==> src/rtl/node_tx_arbiter.sv <==
// Round-robin arbiter sharing one router node-side transmit port among NUM_REQ requesters.
// Optional send watchdog enabled by defining NODE_TX_TIMEOUT_EN (pulses Req_Err on expiry).
module node_tx_arbiter #(
   parameter int NUM_REQ = 4,
   parameter int ADDR_W  = 4,
   parameter int DATA_W  = 24,
   parameter int TIMEOUT = 1023,
   localparam int PKT_W  = ADDR_W + 1 + DATA_W,
   localparam int ID_W   = $clog2(NUM_REQ)
) (
   input  logic                     Clk_R,
   input  logic                     Rst,
   input  logic [NUM_REQ-1:0]       Req_Valid,
   input  logic [NUM_REQ*PKT_W-1:0] Req_Packet,
   output logic [NUM_REQ-1:0]       Req_Ack,
   output logic [NUM_REQ-1:0]       Req_Err,
   output logic [PKT_W-1:0]         Packet_From_Node,
   output logic                     Packet_From_Node_Valid,
   input  logic                     Core_Load_Ack,
   output logic [ID_W-1:0]          Grant_Id,
   output logic                     Busy
);

   // Handshake: Packet_From_Node_Valid rises with a frozen packet and stays high until
   // Core_Load_Ack is sampled high; valid then drops and the FSM waits for the ack to go
   // low before arbitrating again, giving the router a valid-low gap of at least 2 cycles.
   typedef enum logic [1:0] {
      IDLE     = 2'd0,
      SEND     = 2'd1,
      WAIT_LOW = 2'd2
   } state_t;

   state_t               state_q, state_d;
   logic [ID_W-1:0]      rr_ptr_q, rr_ptr_d;
   logic [ID_W-1:0]      grant_q, grant_d;
   logic [PKT_W-1:0]     pkt_q, pkt_d;
   logic                 valid_q, valid_d;
   logic [NUM_REQ-1:0]   ack_q, ack_d;

   logic                 win_found;
   logic [ID_W-1:0]      win_id;
   int                   cand;

`ifdef NODE_TX_TIMEOUT_EN
   localparam int CNT_W = $clog2(TIMEOUT + 1);
   logic [CNT_W-1:0]     cnt_q, cnt_d;
   logic [NUM_REQ-1:0]   err_q, err_d;
`endif

   // Search starts one past the last winner so every requester gets a turn.
   always_comb begin
      win_found = 1'b0;
      win_id    = '0;
      cand      = 0;
      for (int i = 1; i <= NUM_REQ; i++) begin
         cand = int'(rr_ptr_q) + i;
         if (cand >= NUM_REQ) cand = cand - NUM_REQ;
         if (!win_found && Req_Valid[ID_W'(cand)]) begin
            win_found = 1'b1;
            win_id    = ID_W'(cand);
         end
      end
   end

   always_comb begin
      state_d  = state_q;
      rr_ptr_d = rr_ptr_q;
      grant_d  = grant_q;
      pkt_d    = pkt_q;
      valid_d  = valid_q;
      ack_d    = '0;
`ifdef NODE_TX_TIMEOUT_EN
      cnt_d    = cnt_q;
      err_d    = '0;
`endif
      case (state_q)
         IDLE: begin
            // A high ack here is stale; granting would let the router see a bogus load.
            if (win_found && !Core_Load_Ack) begin
               grant_d  = win_id;
               rr_ptr_d = win_id;
               pkt_d    = Req_Packet[int'(win_id)*PKT_W +: PKT_W];
               valid_d  = 1'b1;
               state_d  = SEND;
`ifdef NODE_TX_TIMEOUT_EN
               cnt_d    = '0;
`endif
            end
         end
         SEND: begin
            if (Core_Load_Ack) begin
               valid_d = 1'b0;
               ack_d   = NUM_REQ'(1) << grant_q;
               state_d = WAIT_LOW;
            end
`ifdef NODE_TX_TIMEOUT_EN
            else if (cnt_q == CNT_W'(TIMEOUT - 1)) begin
               valid_d = 1'b0;
               err_d   = NUM_REQ'(1) << grant_q;
               state_d = WAIT_LOW;
            end else begin
               cnt_d = cnt_q + 1'b1;
            end
`endif
         end
         WAIT_LOW: begin
            if (!Core_Load_Ack) state_d = IDLE;
         end
         default: begin
            valid_d = 1'b0;
            state_d = IDLE;
         end
      endcase
   end

   always_ff @(posedge Clk_R or posedge Rst) begin
      if (Rst) begin
         state_q  <= IDLE;
         rr_ptr_q <= ID_W'(NUM_REQ - 1);
         grant_q  <= '0;
         pkt_q    <= '0;
         valid_q  <= 1'b0;
         ack_q    <= '0;
`ifdef NODE_TX_TIMEOUT_EN
         cnt_q    <= '0;
         err_q    <= '0;
`endif
      end else begin
         state_q  <= state_d;
         rr_ptr_q <= rr_ptr_d;
         grant_q  <= grant_d;
         pkt_q    <= pkt_d;
         valid_q  <= valid_d;
         ack_q    <= ack_d;
`ifdef NODE_TX_TIMEOUT_EN
         cnt_q    <= cnt_d;
         err_q    <= err_d;
`endif
      end
   end

   assign Req_Ack                = ack_q;
   assign Packet_From_Node       = pkt_q;
   assign Packet_From_Node_Valid = valid_q;
   assign Grant_Id               = grant_q;
   assign Busy                   = (state_q != IDLE);

`ifdef NODE_TX_TIMEOUT_EN
   assign Req_Err = err_q;
`else
   assign Req_Err = '0;
`endif

endmodule
==> config.mk <==
export PLATFORM = sky130hd
export DESIGN_NAME = node_tx_arbiter
export DESIGN_NICKNAME = d
export VERILOG_FILES = /design/src/rtl/node_tx_arbiter.sv
export SDC_FILE = /design/constraint.sdc
export NUM_CORES = 1
export LEC_CHECK = 0
export ABC_AREA = 1
export BUFFER_PORTS_ARGS = -buffer_cell sky130_fd_sc_hd__buf_4
export CAP_MARGIN = 20
export CORE_UTILIZATION = 45
export DETAILED_ROUTE_END_ITERATION = 10
export GPL_TIMING_DRIVEN = 1
export PLACE_DENSITY = 0.78
export RECOVER_POWER = 25
export SETUP_SLACK_MARGIN = 0.02
export SYNTH_ARGS = -nofsm -noshare
export SYNTH_HDL_FRONTEND = slang
export SYNTH_SLANG_ARGS = --single-unit
==> constraint.sdc <==
create_clock -name Clk_R -period 5.74 [get_ports Clk_R]
set_clock_uncertainty 0.2 [all_clocks]
set_input_delay 0.574 -clock Clk_R [delete_from_list [all_inputs] [get_ports Clk_R]]
set_output_delay 0.574 -clock Clk_R [all_outputs]
set_load 0.03 [all_outputs]
# Word level (Yosys, flattened, before mapping)
# Cells that the tools add are included.
[totals]
mem_bits_rw = 0
regBits = 40
in_bits = 123
romBits = 0
latchBits = 0
memories = 0
[op_classes]
shifts = 2
n_lt_le_gt_ge = 8
bitwise = 1
mul = 1
addsub = 8
n_reduce_logical = 13
eq_ne = 5
n_mux = 33
div = 0
[op_table]
columns = ["operator", "count"]
rows = [
  ["$shiftx A116 B8 Y29", 1],
  ["$mux W2", 11],
  ["$lt A2 B4 Y1 const B", 4],
  ["$mux W1", 14],
  ["$ge A3 B3 Y1 const B", 3],
  ["$bmux W1 S2", 4],
  ["$mux W4", 2],
  ["$sub A2 B1 Y2 const B", 4],
  ["$mul A2 B5 Y7 const B", 1],
  ["$add A2 B2 Y3 const B", 2],
  ["$ne A2 B2 Y1 const B", 3],
  ["$pmux W2 S3", 1],
  ["$reduce_and A3 Y1", 2],
  ["$add A2 B3 Y4 const B", 1],
  ["$ge A4 B3 Y1 const B", 1],
  ["$logic_and A1 B1 Y1", 4],
  ["$logic_not A1 Y1", 4],
  ["$shl A1 B2 Y4 const A", 1],
  ["$add A2 B1 Y3 const B", 1],
  ["$pmux W1 S3", 1],
  ["$eq A2 B1 Y1 const B", 1],
  ["$eq A2 B2 Y1 const B", 1],
  ["$logic_not A2 Y1", 1],
  ["$reduce_and A2 Y1", 1],
  ["2 further kinds", 2],
]

# Longest topological paths before layout
# Gate-level depths: netlist of run 1.
[logic_depth]
word_depth = 19
ltp_mapped = 17
depth_no_buf = 14

# Worst setup path after synthesis of run 1
# OpenSTA, ideal clock, no wires.
[synth_path]
kind = "register to register"
start = "reg rr_ptr_q[0]"
end = "reg pkt_q[0], in the netlist Packet_From_Node[0]"
setup_slack_ns = 3.619
t_arrival_ns = 1.804
stages_incl_launch_ff = 17
t_required_ns = 5.423
cell_sequence = "dfstp_2 buf_4 inv_4 nand2_2 nand2_1 nand2_1 nand2_1 nor2_4 nand2_1 nand2_1 o21ai_2 buf_4 buf_4 nand3_1 nand2_1 nand2_1 nand2_1"
[synth_between]
elab_chain_len = 18
elab_cells_between_ends = 46
classes_between = "8 x add/sub; 1 x mul; 4 x order compare; 1 x shift; 24 x mux; 8 x reduce/logical"
[synth_rtl]
columns = ["item", "line", "rtl"]
rows = [
  ["from (decl)", "34", "logic [ID_W-1:0] rr_ptr_q, rr_ptr_d;"],
  ["from (signal assigned)", "119", "rr_ptr_q <= ID_W'(NUM_REQ - 1);"],
  ["from (signal assigned)", "130", "rr_ptr_q <= rr_ptr_d;"],
  ["$add A2 B1 Y3", "56", "cand = int'(rr_ptr_q) + i;"],
  ["$ge A3 B3 Y1 or $sub A2 B1 Y2 (tied branches)", "57", "if (cand >= NUM_REQ) cand = cand - NUM_REQ;"],
  ["$mux W2", "57", ""],
  ["$bmux W1 S2", "58", "if (!win_found && Req_Valid[ID_W'(cand)]) begin"],
  ["$mux W1 (implied by the code) (2 in series)", "58", ""],
  ["$mux W1", "58", ""],
  ["$logic_not A1 Y1", "58", ""],
  ["$logic_and A1 B1 Y1", "58", ""],
  ["$mux W1", "58", ""],
  ["$logic_not A1 Y1", "58", ""],
  ["$logic_and A1 B1 Y1", "58", ""],
  ["$mux W1", "58", ""],
  ["$logic_not A1 Y1", "58", ""],
  ["$logic_and A1 B1 Y1", "58", ""],
  ["$mux W2 or $mux W1 (tied branches)", "58", ""],
  ["$mul A2 B5 Y7 or $logic_and A1 B1 Y1 (tied branches)", "82, 79", ""],
  ["$shiftx A116 B8 Y29 or $reduce_and A2 Y1 (tied branches)", "-", ""],
  ["to (signal assigned)", "132", "pkt_q <= pkt_d;"],
  ["to (decl)", "36", "logic [PKT_W-1:0] pkt_q, pkt_d;"],
]
# Parallel ways exist; a longest one is shown, timed or not. The select of a mux whose other input is x is not followed.
# A chain may end at the register's enable or synchronous reset.

# Worst setup path in the final report of run 1
[layout_path]
start = "reg rr_ptr_q[0]"
end = "reg pkt_q[16], in the netlist Packet_From_Node[16]"
# Same word-level chain as after synthesis.

==> results.cfg, run 1 <==
[outcome]
outcome = complete, but fails checks
violations = capacitance limit, slew limit

[power]
vdd_drop_max_v = 0.000397
power_density_nw_per_um2 = 700
p_leak_uw = 0.00298

[routing]
ant_nets = 0
avgViaCountPerCell = 5.00
wl_um = 9950
post_drt_wl_per_cell_um = 12.3
drt_iter0_markers = 213
num_vias = 4034
drtPass1Iterations = 6
route.detailed.drc = 0

[global_route]
grt_pass1_vias = 3549
grtUsageTotal_pct = 25.3
grt_overflow_total = 0
antenna_found_initial = 0
grt_start_max_net_pins = 61
grt_first_pass_wirelength_um = 15800

[yosys]
yosysTopAreaCellShare_pct = 28.1
yosys_warnings = 0
syn_area_um2 = 3390
synth_ff_type = dfrtp_1
synth_area_leaders = dfrtp_1 (28%), nand2_1 (23%), inv_1 (14%)
synth_edf_count = 0
synth_cells = 573
yosysMostFrequentCell = nand2_1
yosysTopAreaCell = dfrtp_1
ys_seq_area_share_pct = 29.6
synth-async-reset-ratio_pct = 100
ys_types = 24
syn_avg_cell_area_um2 = 5.92
yosys-top-cells-count = nand2_1 (211), inv_1 (127), nand3_1 (64), nand4_1 (58), dfrtp_1 (38)
synth-seq-cells = 40

[place]
dp.final_hpwl_um = 6840
place.gp.congestion = 0.943
portBuffers = 159
dpl_cell_area_um2 = 4500
dp_cells = 795

[setup_path]
r2r_end = Packet_From_Node[16]
crit_top_cell = nand2_1
required_ps = 5720
cpPeakStageDelay_ps = 780
path_cells = inv_4 -> nand2_1 -> nand2_1 -> nand2_1 -> nand2_2 -> nor2_4 -> nand3_4 -> nand3_2 -> inv_1 -> buf_16 -> nand2_1 -> nand2_1
endpoint_kind = flip-flop
worstPathMaxFanout = 60
cp-start-kind = flip-flop
cp-endpoint = Packet_From_Node[16]
cp.arrival_ps = 3710
rr_startpoint = rr_ptr_q[0]
worst-r2r-cell-count = 12
crit_path_start = rr_ptr_q[0]
rrSetupSlack_ps = 2010
worst-setup-path-type = flip-flop to flip-flop
critPathSlowestCell = nand3_2

[sta]
hold_ws_ps = 287
slew_violations = 41
hold_violations = 0
period_needed_ps = 3730
timing.fmax_ghz = 0.268
worst_slew_pin_slew_ps = 1530
timing.setup.tns_ps = 0
rsz0062_at_grt = false
relSlewSlack_pct = -2.40
setup_viol = 0
fin_crit_sh_pct = 65.0

[die]
dieArea_um2 = 7880
io_pins = 164
fp-row-count = 31
core_um2 = 7250
fp.dieH_um = 88.8
start_util_pct = 46.7
die_w_um = 88.8

[finish]
nets = 830
syn2layout_area_growth_pct = 38.5
final_core_util_pct = 64.7
n_fill_cell = 692
fin_area_um2 = 4690
fin_cells = 807
multiInputGateArea_um2 = 1670
diodes = 0
drive_above_1_share_pct = 26.8
seq_area_um2 = 1000

[clock_network]
cts_tree = built
insertion_delay_ps = 290
htree_levels = 2
cts_inserted_buffers = 5
cts_hold_buf = 0
post_cts_resized = 0
cts_buffer_depth = 2
post-cts-setup-buffers = 0
clock-sinks = 40
cts-root-buf = clkbuf_8
clk_pin_slew_worst_paths_ps = 80

[worst_hold_path]
hold_class = flip-flop to flip-flop

[job]
maxCapViolations = 1
## per-layer routing
metal,GRT usage (%),vias up,share of wire [%]
met5,0,-,0
met4,9.09,0,2.0
met3,4.94,20,8.4
met2,42.0,195,47
met1,32.8,1796,42
li1,-,2023,-
## power by group
part	switching (µW)	leakage (µW)	internal, µW
combinational	1670	0.00243	921
sequential	87.6	0.000498	420
clock	103	0.0000479	84.8
total	1860	0.00298	1430
## worst min-delay path by stage
stage | startpoint | endpoint | slack, ps | cells past startpoint
floorplan | state_q[0] | state_q[1] | 250 | 1
global placement | state_q[0] | state_q[1] | 260 | 1
detailed placement | Packet_From_Node[3] | Packet_From_Node[3] | 270 | 2
CTS | Rst | Req_Ack[1] | 290 | 2
global route | Core_Load_Ack | state_q[0] | 300 | 2
finish | Packet_From_Node[25] | Packet_From_Node[25] | 290 | 2
## critical path: cells and delay by family (launching register included)
family / cells / cell delay, ps
and+or+nand+nor: 9 / 1930
buffers and inverters: 3 / 810
DFF: 1 / 640
## cell usage in the layout (no fill, tap or decap)
cell type and count:
buf_12 1, conb_1 4, nand3_4 1, buf_4 160
clkbuf_8 5, nand4_1 58, buf_16 3, inv_2 3
nor4_1 4, inv_1 127, clkinv_2 2, dfstp_2 2
nand2_2 4, a21oi_2 1, a21oi_1 1, o21ai_2 1
nor2_1 3, nand3_1 64, nand2_1 211, dfrtp_1 38
or2_1 1, inv_4 1, nor2_4 1, clkbuf_4 1
o21ai_0 7, nand3_2 3, clkinv_4 1
## sequential cells by signal, summed over array words and instances (netlist names)
| register | cells |
|---|---|
| Grant_Id | 2 |
| Req_Ack | 4 |
| rr_ptr_q | 2 |
| Packet_From_Node_Valid | 1 |
| state_q | 2 |
| Packet_From_Node | 29 |
## cell type report
type,instances,share of cell area [%]
tap,99,2.64
timing repair buffer,165,27.9
sequential,40,21.4
multi-input combinational,364,35.7
clock buffer,5,1.47
clock inverter,3,0.400
inverter,131,10.5
## cell families after synthesis
group	share of synthesized area, %
flops	29.6
buf+inv	21.4
simple gates	47.3
compound gates	1.59
other cells	0.111
## metrics by stage
step,setup WS (ps),total power (µW)
global route,1700,3620
finish,2010,3280
CTS,1660,3150
detailed placement,1690,2960
floorplan,3620,2460
global placement,1860,2880
(Power assumes the default switching activity.)
==> inputs of run 2 (changes only) <==
Settings changed: CORE_UTILIZATION 45 to 43.
Clock period 5.74 ns to 3.21 ns, I/O delays scaled along.
==> results.cfg, run 2 (synthesized netlist as in run 1, its figures left out) <==
[global_route]
grt_overflow_total = 0
grtUsageTotal_pct = 25.5
grt_pass1_vias = 3783
antenna_found_initial = 0
grt_first_pass_wirelength_um = 17300
grt_start_max_net_pins = 59

[setup_path]
rr_startpoint = rr_ptr_q[0]
endpoint_kind = flip-flop
required_ps = 3200
cp-start-kind = flip-flop
cpPeakStageDelay_ps = 640
worstPathMaxFanout = 31
worst-setup-path-type = flip-flop to flip-flop
cp.arrival_ps = 2630
critPathSlowestCell = dfstp_2
worst-r2r-cell-count = 14
path_cells = inv_4 -> nand2_1 -> nand2_1 -> nand2_1 -> nand2_2 -> nor2_4 -> nand3_4 -> nand3_2 -> buf_4 -> nand2_1 -> nand3_1 -> nand2_1 -> nand2_1 -> nand2_1
crit_top_cell = nand2_1
crit_path_start = rr_ptr_q[0]

[finish]
fin_area_um2 = 4710
final_common_cell = nand2_1
n_fill_cell = 740
final_core_util_pct = 61.2
largest_reg_flops = 29
syn2layout_area_growth_pct = 38.9
most-common-layout-cells = nand2_1 (211), buf_4 (168), inv_1 (127)
diodes = 0
nets = 835
drive_above_1_share_pct = 27.3

[sta]
setup_slack_ps = 577
worst_slew_pin_slew_ps = 1540
timing.fmax_ghz = 0.380
timing.setup.tns_ps = 0
relSlewSlack_pct = -2.54
period_needed_ps = 2630
fin_crit_sh_pct = 82.0
hold_ws_ps = 45.4
slew_violations = 41
rsz0062_at_grt = false
hold_violations = 0
setup_viol = 0

[power]
power_density_nw_per_um2 = 1250
p_comb_share_pct = 77.4
intPower_uw = 2550
swShare_pct = 56.8
p_leak_uw = 0.00299
vdd_drop_max_v = 0.000675
clockPowerShare_pct = 7.0
p_seq_share_pct = 15.5
switchingPower_uw = 3350

[die]
io_pins = 164
fp-row-count = 32
die_w_um = 90.8
fp.dieH_um = 90.8
core_um2 = 7690
start_util_pct = 44.1
dieArea_um2 = 8240

[outcome]
outcome = complete, but fails checks
violations = capacitance limit, slew limit

[routing]
route.detailed.drc = 0
wl_um = 10200
drt_iter0_markers = 278
avgViaCountPerCell = 5.01
num_vias = 4085
post_drt_wl_per_cell_um = 12.6
ant_nets = 0
drtPass1Iterations = 7

[clock_network]
cts-root-buf = clkbuf_8
insertion_delay_ps = 290
post-cts-setup-buffers = 0
cts_tree = built
htree_levels = 2
cts_hold_buf = 0
clk_pin_slew_worst_paths_ps = 80
cts_inserted_buffers = 5
clock-sinks = 40
post_cts_resized = 0
cts_buffer_depth = 2

[worst_hold_path]
min_from = Core_Load_Ack
min_path_cells = 2
hold_class = input pin to flip-flop

[job]
maxCapViolations = 1

[place]
place.gp.congestion = 0.996
pre_cts_ws_ps = 447
portBuffers = 159
dp.final_hpwl_um = 7430
dpl_cell_area_um2 = 4570
run 2: routing by layer:
metal  track usage, %  vias up  routed length, µm
li1                 -     2031                  -
met2             44.9      220               5010
met1             31.3     1806               4150
met4             7.01        0                224
met5                0        -                  0
met3             5.22       28                855
run 2: area by class of cell:
type                    instances  area (µm²)  area share [%]
well taps                     102         128            2.71
clock buffers                   5        68.8            1.46
clock inverters                 3        42.5           0.904
flip-flops and latches         40        1000            21.3
multi-input cells             364        1670            35.6
inverters                     131         494            10.5
repair buffers                170        1300            27.5
run 2: power groups by stage:
stage               Combinational [µW]  Clock (µW)  Sequential (µW)
global route                      5110         442              937
finish                            4560         415              915
floorplan                         3130           0             1270
detailed placement                4500           0              917
CTS                               4520         422              911
global placement                  4390           0              911
run 2: through the flow:
stage	instances	total power, µW
floorplan	576	4400
global placement	806	5300
detailed placement	806	5420
CTS	814	5850
global route	815	6490
finish	815	5890
run 2: worst max-delay path, delay by kind of cell (launching register included):
family	cells	cell delay (ps)
and+or+nand+nor	12	1270
DFF	1	640
buffers and inverters	2	410
run 2: final timing paths:
path | slack [ps] | endpoint
worst max-delay path | 580 | Packet_From_Node[22]
worst min-delay path | 50 | state_q[0]
worst max register to register | 580 | Packet_From_Node[22]
worst min register to register | 280 | Packet_From_Node[18]
max in group asynchronous | 1620 | Packet_From_Node[25]
min in group asynchronous | 290 | Req_Ack[1]
